===== src/rtl/tcam_pipe.sv =====
// Pipelined ternary CAM: one search per cycle, two-stage compare/encode pipeline
// with valid/ready backpressure, per-entry write/invalidate, flush and occupancy count.
module tcam_pipe #(
    parameter int WIDTH     = 32,
    parameter int DEPTH     = 16,
    parameter int TAG_WIDTH = 4,
    localparam int IDX_W    = $clog2(DEPTH),
    localparam int CNT_W    = $clog2(DEPTH + 1)
) (
    input  logic                 clk,
    input  logic                 rst_n,
    input  logic                 flush,
    input  logic                 wr_en,
    input  logic [IDX_W-1:0]     wr_idx,
    input  logic [WIDTH-1:0]     wr_key,
    input  logic [WIDTH-1:0]     wr_mask,
    input  logic                 wr_vld,
    input  logic                 srch_valid,
    output logic                 srch_ready,
    input  logic [WIDTH-1:0]     srch_key,
    input  logic [TAG_WIDTH-1:0] srch_tag,
    output logic                 rsp_valid,
    input  logic                 rsp_ready,
    output logic                 rsp_hit,
    output logic                 rsp_multi,
    output logic [IDX_W-1:0]     rsp_idx,
    output logic [DEPTH-1:0]     rsp_line,
    output logic [TAG_WIDTH-1:0] rsp_tag,
    output logic [CNT_W-1:0]     num_valid
);

    localparam logic [IDX_W:0] DEPTH_C = (IDX_W + 1)'(DEPTH);

    logic [WIDTH-1:0]     key_r  [DEPTH];
    logic [WIDTH-1:0]     mask_r [DEPTH];
    logic [DEPTH-1:0]     vld_r;
    logic [CNT_W-1:0]     num_valid_r;
    logic [CNT_W-1:0]     num_valid_nxt_s;

    logic                 s1_valid_r;
    logic [DEPTH-1:0]     s1_line_r;
    logic [TAG_WIDTH-1:0] s1_tag_r;

    logic                 rsp_valid_r;
    logic                 rsp_hit_r;
    logic                 rsp_multi_r;
    logic [IDX_W-1:0]     rsp_idx_r;
    logic [DEPTH-1:0]     rsp_line_r;
    logic [TAG_WIDTH-1:0] rsp_tag_r;

    logic                 wr_legal_s;
    logic                 s2_free_s;
    logic                 srch_ready_s;
    logic [DEPTH-1:0]     match_s;
    logic [IDX_W-1:0]     enc_idx_s;
    logic                 enc_multi_s;

    // Write legality and pipeline handshake; S1 may only move when S2 is empty or draining.
    always_comb begin
        wr_legal_s   = wr_en && ({1'b0, wr_idx} < DEPTH_C);
        s2_free_s    = !rsp_valid_r || rsp_ready;
        srch_ready_s = !s1_valid_r || s2_free_s;
    end

    // Ternary compare against the table as it stands before this edge's write/flush.
    always_comb begin
        match_s = '0;
        for (int i = 0; i < DEPTH; i++) begin
            match_s[i] = vld_r[i] && (((key_r[i] ^ srch_key) & mask_r[i]) == '0);
        end
    end

    // Lowest-index priority encode and two-or-more detection on the S1 match line.
    always_comb begin
        enc_idx_s = '0;
        for (int i = DEPTH - 1; i >= 0; i--) begin
            if (s1_line_r[i]) begin
                enc_idx_s = IDX_W'(i);
            end else begin
                enc_idx_s = enc_idx_s;
            end
        end
        // Clearing the lowest set bit leaves something only if a second bit was set.
        enc_multi_s = (s1_line_r & (s1_line_r - DEPTH'(1'b1))) != '0;
    end

    // Occupancy tracks only real valid-bit transitions; flush wins over any write.
    always_comb begin
        num_valid_nxt_s = num_valid_r;
        if (flush) begin
            num_valid_nxt_s = '0;
        end else if (wr_legal_s && wr_vld && !vld_r[wr_idx]) begin
            num_valid_nxt_s = num_valid_r + CNT_W'(1'b1);
        end else if (wr_legal_s && !wr_vld && vld_r[wr_idx]) begin
            num_valid_nxt_s = num_valid_r - CNT_W'(1'b1);
        end else begin
            num_valid_nxt_s = num_valid_r;
        end
    end

    // Valid bits and occupancy counter.
    always_ff @(posedge clk or negedge rst_n) begin
        if (!rst_n) begin
            vld_r       <= '0;
            num_valid_r <= '0;
        end else begin
            num_valid_r <= num_valid_nxt_s;
            if (flush) begin
                vld_r <= '0;
            end else if (wr_legal_s) begin
                vld_r[wr_idx] <= wr_vld;
            end else begin
                vld_r <= vld_r;
            end
        end
    end

    // Key/mask storage; contents are only meaningful behind a set valid bit.
    always_ff @(posedge clk) begin
        if (wr_legal_s) begin
            key_r[wr_idx]  <= wr_key;
            mask_r[wr_idx] <= wr_mask;
        end
    end

    // Stage S1: registered match line and tag of the accepted search.
    always_ff @(posedge clk or negedge rst_n) begin
        if (!rst_n) begin
            s1_valid_r <= 1'b0;
            s1_line_r  <= '0;
            s1_tag_r   <= '0;
        end else if (srch_ready_s) begin
            s1_valid_r <= srch_valid;
            if (srch_valid) begin
                s1_line_r <= match_s;
                s1_tag_r  <= srch_tag;
            end
        end
    end

    // Stage S2: response registers, held stable while the consumer stalls.
    always_ff @(posedge clk or negedge rst_n) begin
        if (!rst_n) begin
            rsp_valid_r <= 1'b0;
            rsp_hit_r   <= 1'b0;
            rsp_multi_r <= 1'b0;
            rsp_idx_r   <= '0;
            rsp_line_r  <= '0;
            rsp_tag_r   <= '0;
        end else if (s2_free_s) begin
            rsp_valid_r <= s1_valid_r;
            if (s1_valid_r) begin
                rsp_hit_r   <= |s1_line_r;
                rsp_multi_r <= enc_multi_s;
                rsp_idx_r   <= enc_idx_s;
                rsp_line_r  <= s1_line_r;
                rsp_tag_r   <= s1_tag_r;
            end
        end
    end

    assign srch_ready = srch_ready_s;
    assign rsp_valid  = rsp_valid_r;
    assign rsp_hit    = rsp_hit_r;
    assign rsp_multi  = rsp_multi_r;
    assign rsp_idx    = rsp_idx_r;
    assign rsp_line   = rsp_line_r;
    assign rsp_tag    = rsp_tag_r;
    assign num_valid  = num_valid_r;

endmodule

===== config.mk =====
export PLATFORM = sky130hd
export DESIGN_NAME = tcam_pipe
export DESIGN_NICKNAME = d
export VERILOG_FILES = /design/src/rtl/tcam_pipe.sv
export SDC_FILE = /design/constraint.sdc
export NUM_CORES = 1
export LEC_CHECK = 0
export ABC_AREA = 1
export BUFFER_PORTS_ARGS = -buffer_cell sky130_fd_sc_hd__buf_2
export CAP_MARGIN = 25
export CORE_UTILIZATION = 62
export CTS_CLUSTER_SIZE = 40
export DETAILED_ROUTE_END_ITERATION = 12
export PLACE_DENSITY = 0.83
export REMOVE_ABC_BUFFERS = 1
export SLEW_MARGIN = 20
export SYNTH_ARGS = -nofsm -noshare
export SYNTH_HDL_FRONTEND = slang
export SYNTH_SLANG_ARGS = --single-unit

===== constraint.sdc =====
create_clock -name clk -period 2.5 [get_ports clk]
set_input_delay 0.25 -clock clk [delete_from_list [all_inputs] [get_ports clk]]
set_output_delay 0.25 -clock clk [all_outputs]
set_load 0.03 [all_outputs]

==> After elaboration in Yosys (flattened, before gate mapping) <==
Memories as Yosys holds them, arrays and structs flattened.
Index checks and enable logic that the tools add are counted.
{ "word_totals": {"n_memories": 2, "input_bits": 111, "out_inout_bits": 33, "word_cells": 128, "reg_bits": 69, "ram_bits": 1024} }
{ "mem_list": {"columns": ["memory", "depth", "word_bits", "read_ports", "rd_ports_with_merged_regs", "write_ports", "line_no", "source"], "rows": [
  ["key_r", 16, 32, 16, 0, 1, "34", "logic [WIDTH-1:0] key_r [DEPTH];"],
  ["mask_r", 16, 32, 16, 0, 1, "35", "logic [WIDTH-1:0] mask_r [DEPTH];"]
]} }
{ "classes": {"muxes": 28, "n_lt_le_gt_ge": 2, "addsub": 3, "reduce_logical": 49, "n_bitwise": 33} }
{ "op_table": {"columns": ["operator", "n"], "rows": [
  ["bitwise AND 32 bit", 16],
  ["logical NOT 32 bit", 16],
  ["XOR 32 bit", 16],
  ["2-to-1 mux 4 bit", 16],
  ["2-to-1 mux 16 bit", 2],
  ["logical AND 1 bit", 21],
  ["bitwise AND 16 bit", 1],
  ["bitwise mux 16 bit", 1],
  ["nonzero test 16 bit", 1],
  ["OR reduction 16 bit", 1],
  ["subtractor 16 x 1 -> 16 bit, second input constant", 1],
  ["2-to-1 mux 5 bit", 3],
  ["adder 5 x 1 -> 5 bit, second input constant", 1],
  ["less-than comparator 4 x 5 -> 1 bit, second input constant", 1],
  ["subtractor 5 x 1 -> 5 bit, second input constant", 1],
  ["binary-select mux 1 bit (select 4 bit)", 1],
  ["demux 1 bit (select 4 bit)", 1],
  [">= comparator 4 x 1 -> 1 bit, second input constant", 1],
  ["logical NOT 1 bit", 4],
  ["2-to-1 mux 1 bit", 4],
  ["AND reduction 2 bit", 2],
  ["nonzero test 3 bit", 1],
  ["logical OR 1 bit", 2],
  ["nonzero test 2 bit", 1]
]} }

==> Depth between registers and ports, before layout <==
{ "depth": {"word_depth": 16, "ltp_mapped": 17, "mapped_depth_nobuf": 17} }

==> Least setup slack after synthesis <==
No wires, ideal clock.
{ "synth_timing": {"path_kind": "input to register", "start": "input wr_en", "end": "memory key_r[0][0] (enable)", "setup_time_ps": 488, "path_buffers": 1, "stages": 3, "path_slack_ps": -1349, "required_time_ps": 2012, "arrival_ps": 3362, "path_cell_list": "clkinv_1 -> clkbuf_1 -> nor2_1"} }
{ "synth_between": {"elab_chain_cells": 2} }
{ "synth_lines": {"columns": ["item", "line_no", "source"], "rows": [
  ["start: declaration", "13", "input logic wr_en,"],
  ["2-to-1 mux 1 bit", "120", "if (wr_legal_s) begin"],
  ["2-to-1 mux 1 bit (not written as such)", "121", "key_r[wr_idx] <= wr_key;"],
  ["end: declaration", "34", null]
]} }
Every way passes these cells.

==> Worst setup path in the final report <==
{ "layout_timing": {"start": "register s1_valid_r", "end": "register s1_line_r[7]"} }
{ "layout_between": {"elab_chain_cells": 3} }
{ "layout_lines": {"columns": ["item", "line_no", "source"], "rows": [
  ["start: declaration", "40", "logic s1_valid_r;"],
  ["start signal: assignment", "133", "s1_valid_r <= srch_valid;"],
  ["logical NOT 1 bit", "62", "srch_ready_s = !s1_valid_r || s2_free_s;"],
  ["logical OR 1 bit", "62", null],
  ["AND reduction 2 bit (no source line)", null, null],
  ["end signal: assignment", "135", "s1_line_r <= match_s;"],
  ["end: declaration", "41", "logic [DEPTH-1:0] s1_line_r;"]
]} }
Every way passes these cells.
A chain may end at the register's enable or synchronous reset.

==> flow_results.org <==
** Setup path
- CP peak stage delay :: ~660 ps
- Worst setup EP type :: register
- Biggest fanout along the worst timing path :: 19
- The setup check on the worst reg-to-reg path leaves a slack of 160 ps.
- Library cell appearing most often on the critical path :: nand2_1
- Ordered list of cells on the worst path :: nand3_1, nand2_1, inv_1, nand2_1, nor4_1, nand4_1, o21ai_0
- On the critical path the largest part of the delay comes from simple AND/OR/NAND/NOR gates.
- Master of the slowest instance on the critical path :: nor4_1
- The worst setup path is launched from a register.
- Buffers plus inverters on the worst setup path :: 1
- Worst endpoint data arrival time :: roughly 2900 ps
- At the worst endpoint, the required time is 3100 ps.
- Worst setup path category :: reg -> reg

** CTS
- Max clock buf depth :: 3
- CTS tree :: yes
- Clock insertion delay at the later pin of the skew report :: ~700 ps
- The tree is rooted in a clkbuf_16.
- Clock tree synthesis inserted a total of about 110 buffers.
- CTS sink count :: 1,093
- CTS built an H-tree with a depth of 3.
- Clock slew at the register clock pins of the worst setup and hold paths :: roughly 60 ps
- Setup repair bufs after CTS :: 0

** Power
- Share of power burned in registers :: approximately 53%
- VDD sags by at most about 0.67 mV.
- Leakage component of the power :: 17.43 nW
- Net Sw Power :: 8.303 mW
- Combinational cells account for under 10% of the total power.
- Power Dens Cells :: 795.9 nW/um^2
- Internal power consumption :: roughly 31 mW
- After layout, the design draws a total of between 30 and 40 mW.
- Switching part of the total power :: between 20% and 30%
- Per report_power, the clock group accounts for a little over two fifths of the total.

** Final layout
- From synthesis to final layout, the design area changed by 14.94%.
- In the layout the commonest cells are edfxtp_1 (1,024), nand2_1 (653), nand3_1 (235).
- Footprint of the flip-flops and latches :: ~32,000 um^2
- For this run, the share of the core covered by cells in the final layout is slightly above 70%.
- Leading cell type in the layout, fill and taps excluded :: edfxtp_1
- Number of filler instances in the final layout :: ~3,900
- Share of final-layout standard cells stronger than drive strength 1 :: 16.84%
- The multi-input combinational cells in the finished layout cover a total of 9651 um^2.
- Non-Filler Instances :: ~4,400
- Nets@finish :: 3,565

** STA
- Final Cycle Share :: approximately 94%
- The final number of max-transition violations came to 0.
- Slew @ Worst Pin :: approximately 920 ps
- Unrepaired setup endpoints after global routing :: false
- The smallest clock period supported by the final layout is computed as 2342 ps.
- Setup violations remaining at the end of the flow were counted as 0.
- Highest clock frequency the design can meet :: 427.0 MHz
- Hold timing on the final database bottoms out at a slack of approximately 14 ps.
- Worst clock skew :: between 20 and 25 ps
- Worst relative slew slack :: around two fifths
- Setup slack closes at 158.2 ps.
- The final-report hold violation count came to 0.

** Logic synthesis
- Share of the synthesized area in the top cell type :: around 72%
- Summing every instance area after synthesis gives around 43,000 um^2.
- Mapped Avg Cell Area :: ~13 um^2
- The most used flip-flop cell after synthesis is edfxtp_1.
- Counting flops with a built-in enable in the synthesized netlist gives 1,024.
- The Yosys step of the flow raised 0 warnings.
- Counting flops and latches in the post-synthesis netlist gives between 1,000 and 1,500.
- Sequential cell area fraction in the yosys report :: about three quarters
- By area the synthesized netlist is led by edfxtp_1 (72%), nand2_1 (5.8%), dfrtp_1 (4.1%), or2_2 (3.0%), nand3_1 (2.8%).
- Async set-reset flop share out of synthesis :: under 10%
- Syn Inst Count :: 3,183
- The netlist uses 36 different library cells.
- edfxtp_1 takes more of the synthesized area than any other cell.

** Status
- Outcome :: finished, final reports clean

** Global routing
- Met1 GRT Util :: 38.49%
- In this run the most used layer during global routing was met2.
- Global routing used 49.59% of the available met2 tracks.
- Number of global-route vias before repair :: approximately 27,000
- The first global-routing pass estimated 154.3 mm of wire.
- Global routing used between 20 and 30% of the available tracks.
- The initial antenna violation count is 1.
- Grt met3 use :: 5.108%
- Total congestion overflow after global routing :: 0
- Entering global routing, the biggest net connects 70 pins.

** Drt
- Via count normalized by instance count :: approximately 6.1
- After detailed routing, the number of remaining DRC violations is 0.
- The routed design has ~100 mm of wire.
- The final route contains around 27,000 vias.
- Dividing the detail-routed wire length by the instance count gives approximately 23 um.
- The first detailed-routing pass took 9 iterations.
- After the first detailed-routing iteration, the DRC count stood at 2,990.
- The count of nets left with antenna violations once routing finished came out at 0.

** Die
- FP Rows :: 95
- Initial standard-cell utilization of the core :: about 63%
- The floorplan step defined a die boundary enclosing ~70,000 um^2.
- Die Span X :: 264.2 um
- Core Footprint :: 67,630 um^2
- 144 I/O pins were placed.
- The die is 264.2 um tall.

** Place
- The congestion estimate from routability-driven global placement came to between 0.9 and 1.
- Estimated wirelength of the detail-placed design :: roughly 63 mm
- Input/output buffers :: 143
- Cell Count Post-Placement :: 4,157
- Prior to clock tree synthesis, the placed netlist has a worst setup slack of ~110 ps.

** Run
- Max-cap violations in this run came to 0.

** Min path
- Type of the tightest min-delay check :: in -> reg
cells by family after synthesis:
family / after synthesis / synth area share [%]
and+or+nand+nor: 1422 / 15.12
DFF: 1093 / 76.20
AOI/OAI and AO/OA: 455 / 5.983
buffers and inverters: 155 / 1.444
xor gates and xnor gates: 53 / 1.089
adders and majority gates: 5 / 0.1586
metrics by stage:
| step | TNS, ps | cell area [um^2] |
|---|---|---|
| finish | 0 | 48990 |
| global route | 0 | 48980 |
| CTS | 0 | 48980 |
| detailed placement | 0 | 44840 |
| global placement | 0 | 44840 |
| floorplan | -1362160 | 42180 |
final cells by class:
cell class,instances,share of cell area (%)
clock inverters,64,1.515
diodes,1,0.005108
multi-input cells,1935,19.70
clock buffers,133,5.752
flip-flops and latches,1093,66.30
inverters,48,0.3678
well taps,873,2.230
repair buffers,266,4.133
cell usage after synthesis, types with 11 or more instances:
cell / number
xor2_1: 53
a22o_1: 28
dfrtp_1: 69
nand4_1: 48
buf_2: 24
o21a_1: 34
nor2_1: 209
o22ai_1: 33
o21ai_1: 11
edfxtp_1: 1024
inv_1: 44
nor3_1: 24
o21ai_0: 225
nand2_1: 653
nand3_1: 235
clkbuf_1: 79
a21oi_1: 113
or2_2: 206
nor4_1: 34
final timing paths:
check / startpoint / end / depth (start not counted)
min: wr_mask[15] / mask_r[10][15] / 1
max in group asynchronous: rst_n / rsp_line[5] / 2
max reg2reg: s1_valid_r / s1_line_r[7] / 7
min reg2reg: rsp_line[13] / rsp_line[13] / 2
min in group asynchronous: rst_n / num_valid[4] / 2
max: s1_valid_r / s1_line_r[7] / 7
power by group through the flow:
| stage | clock, mW | sequential [mW] | combinational [mW] |
|---|---|---|---|
| after floorplan | 0 | 21.1 | 0.811 |
| after global placement | 0 | 20.9 | 1.92 |
| after detailed placement | 0 | 21.0 | 1.99 |
| after CTS | 16.3 | 20.6 | 2.09 |
| after global routing | 17.1 | 20.6 | 2.29 |
| final | 16.3 | 20.6 | 2.11 |
flip-flops by register name, summed over array words and instances (netlist names):
signal	count
rsp_idx	4
rsp_hit	1
rsp_valid	1
mask_r	512
key_r	512
s1_tag_r	4
num_valid	5
rsp_tag	4
rsp_line	16
vld_r	16
s1_valid_r	1
rsp_multi	1
s1_line_r	16
what timing repair did:
item,CTS,global route
setup endpoints to repair,0,1
gates resized for setup,0,1
hold endpoints to repair,707,0
hold buffers,58,0
routing by layer:
| metal | part of all wire (%) | vias up |
|---|---|---|
| met3 | 9.6 | 277 |
| met1 | 37 | 13150 |
| met5 | 0 | - |
| met2 | 49 | 1526 |
| met4 | 4.5 | 0 |
| li1 | - | 12070 |
Note: power is estimated with default switching activity, not from simulation.
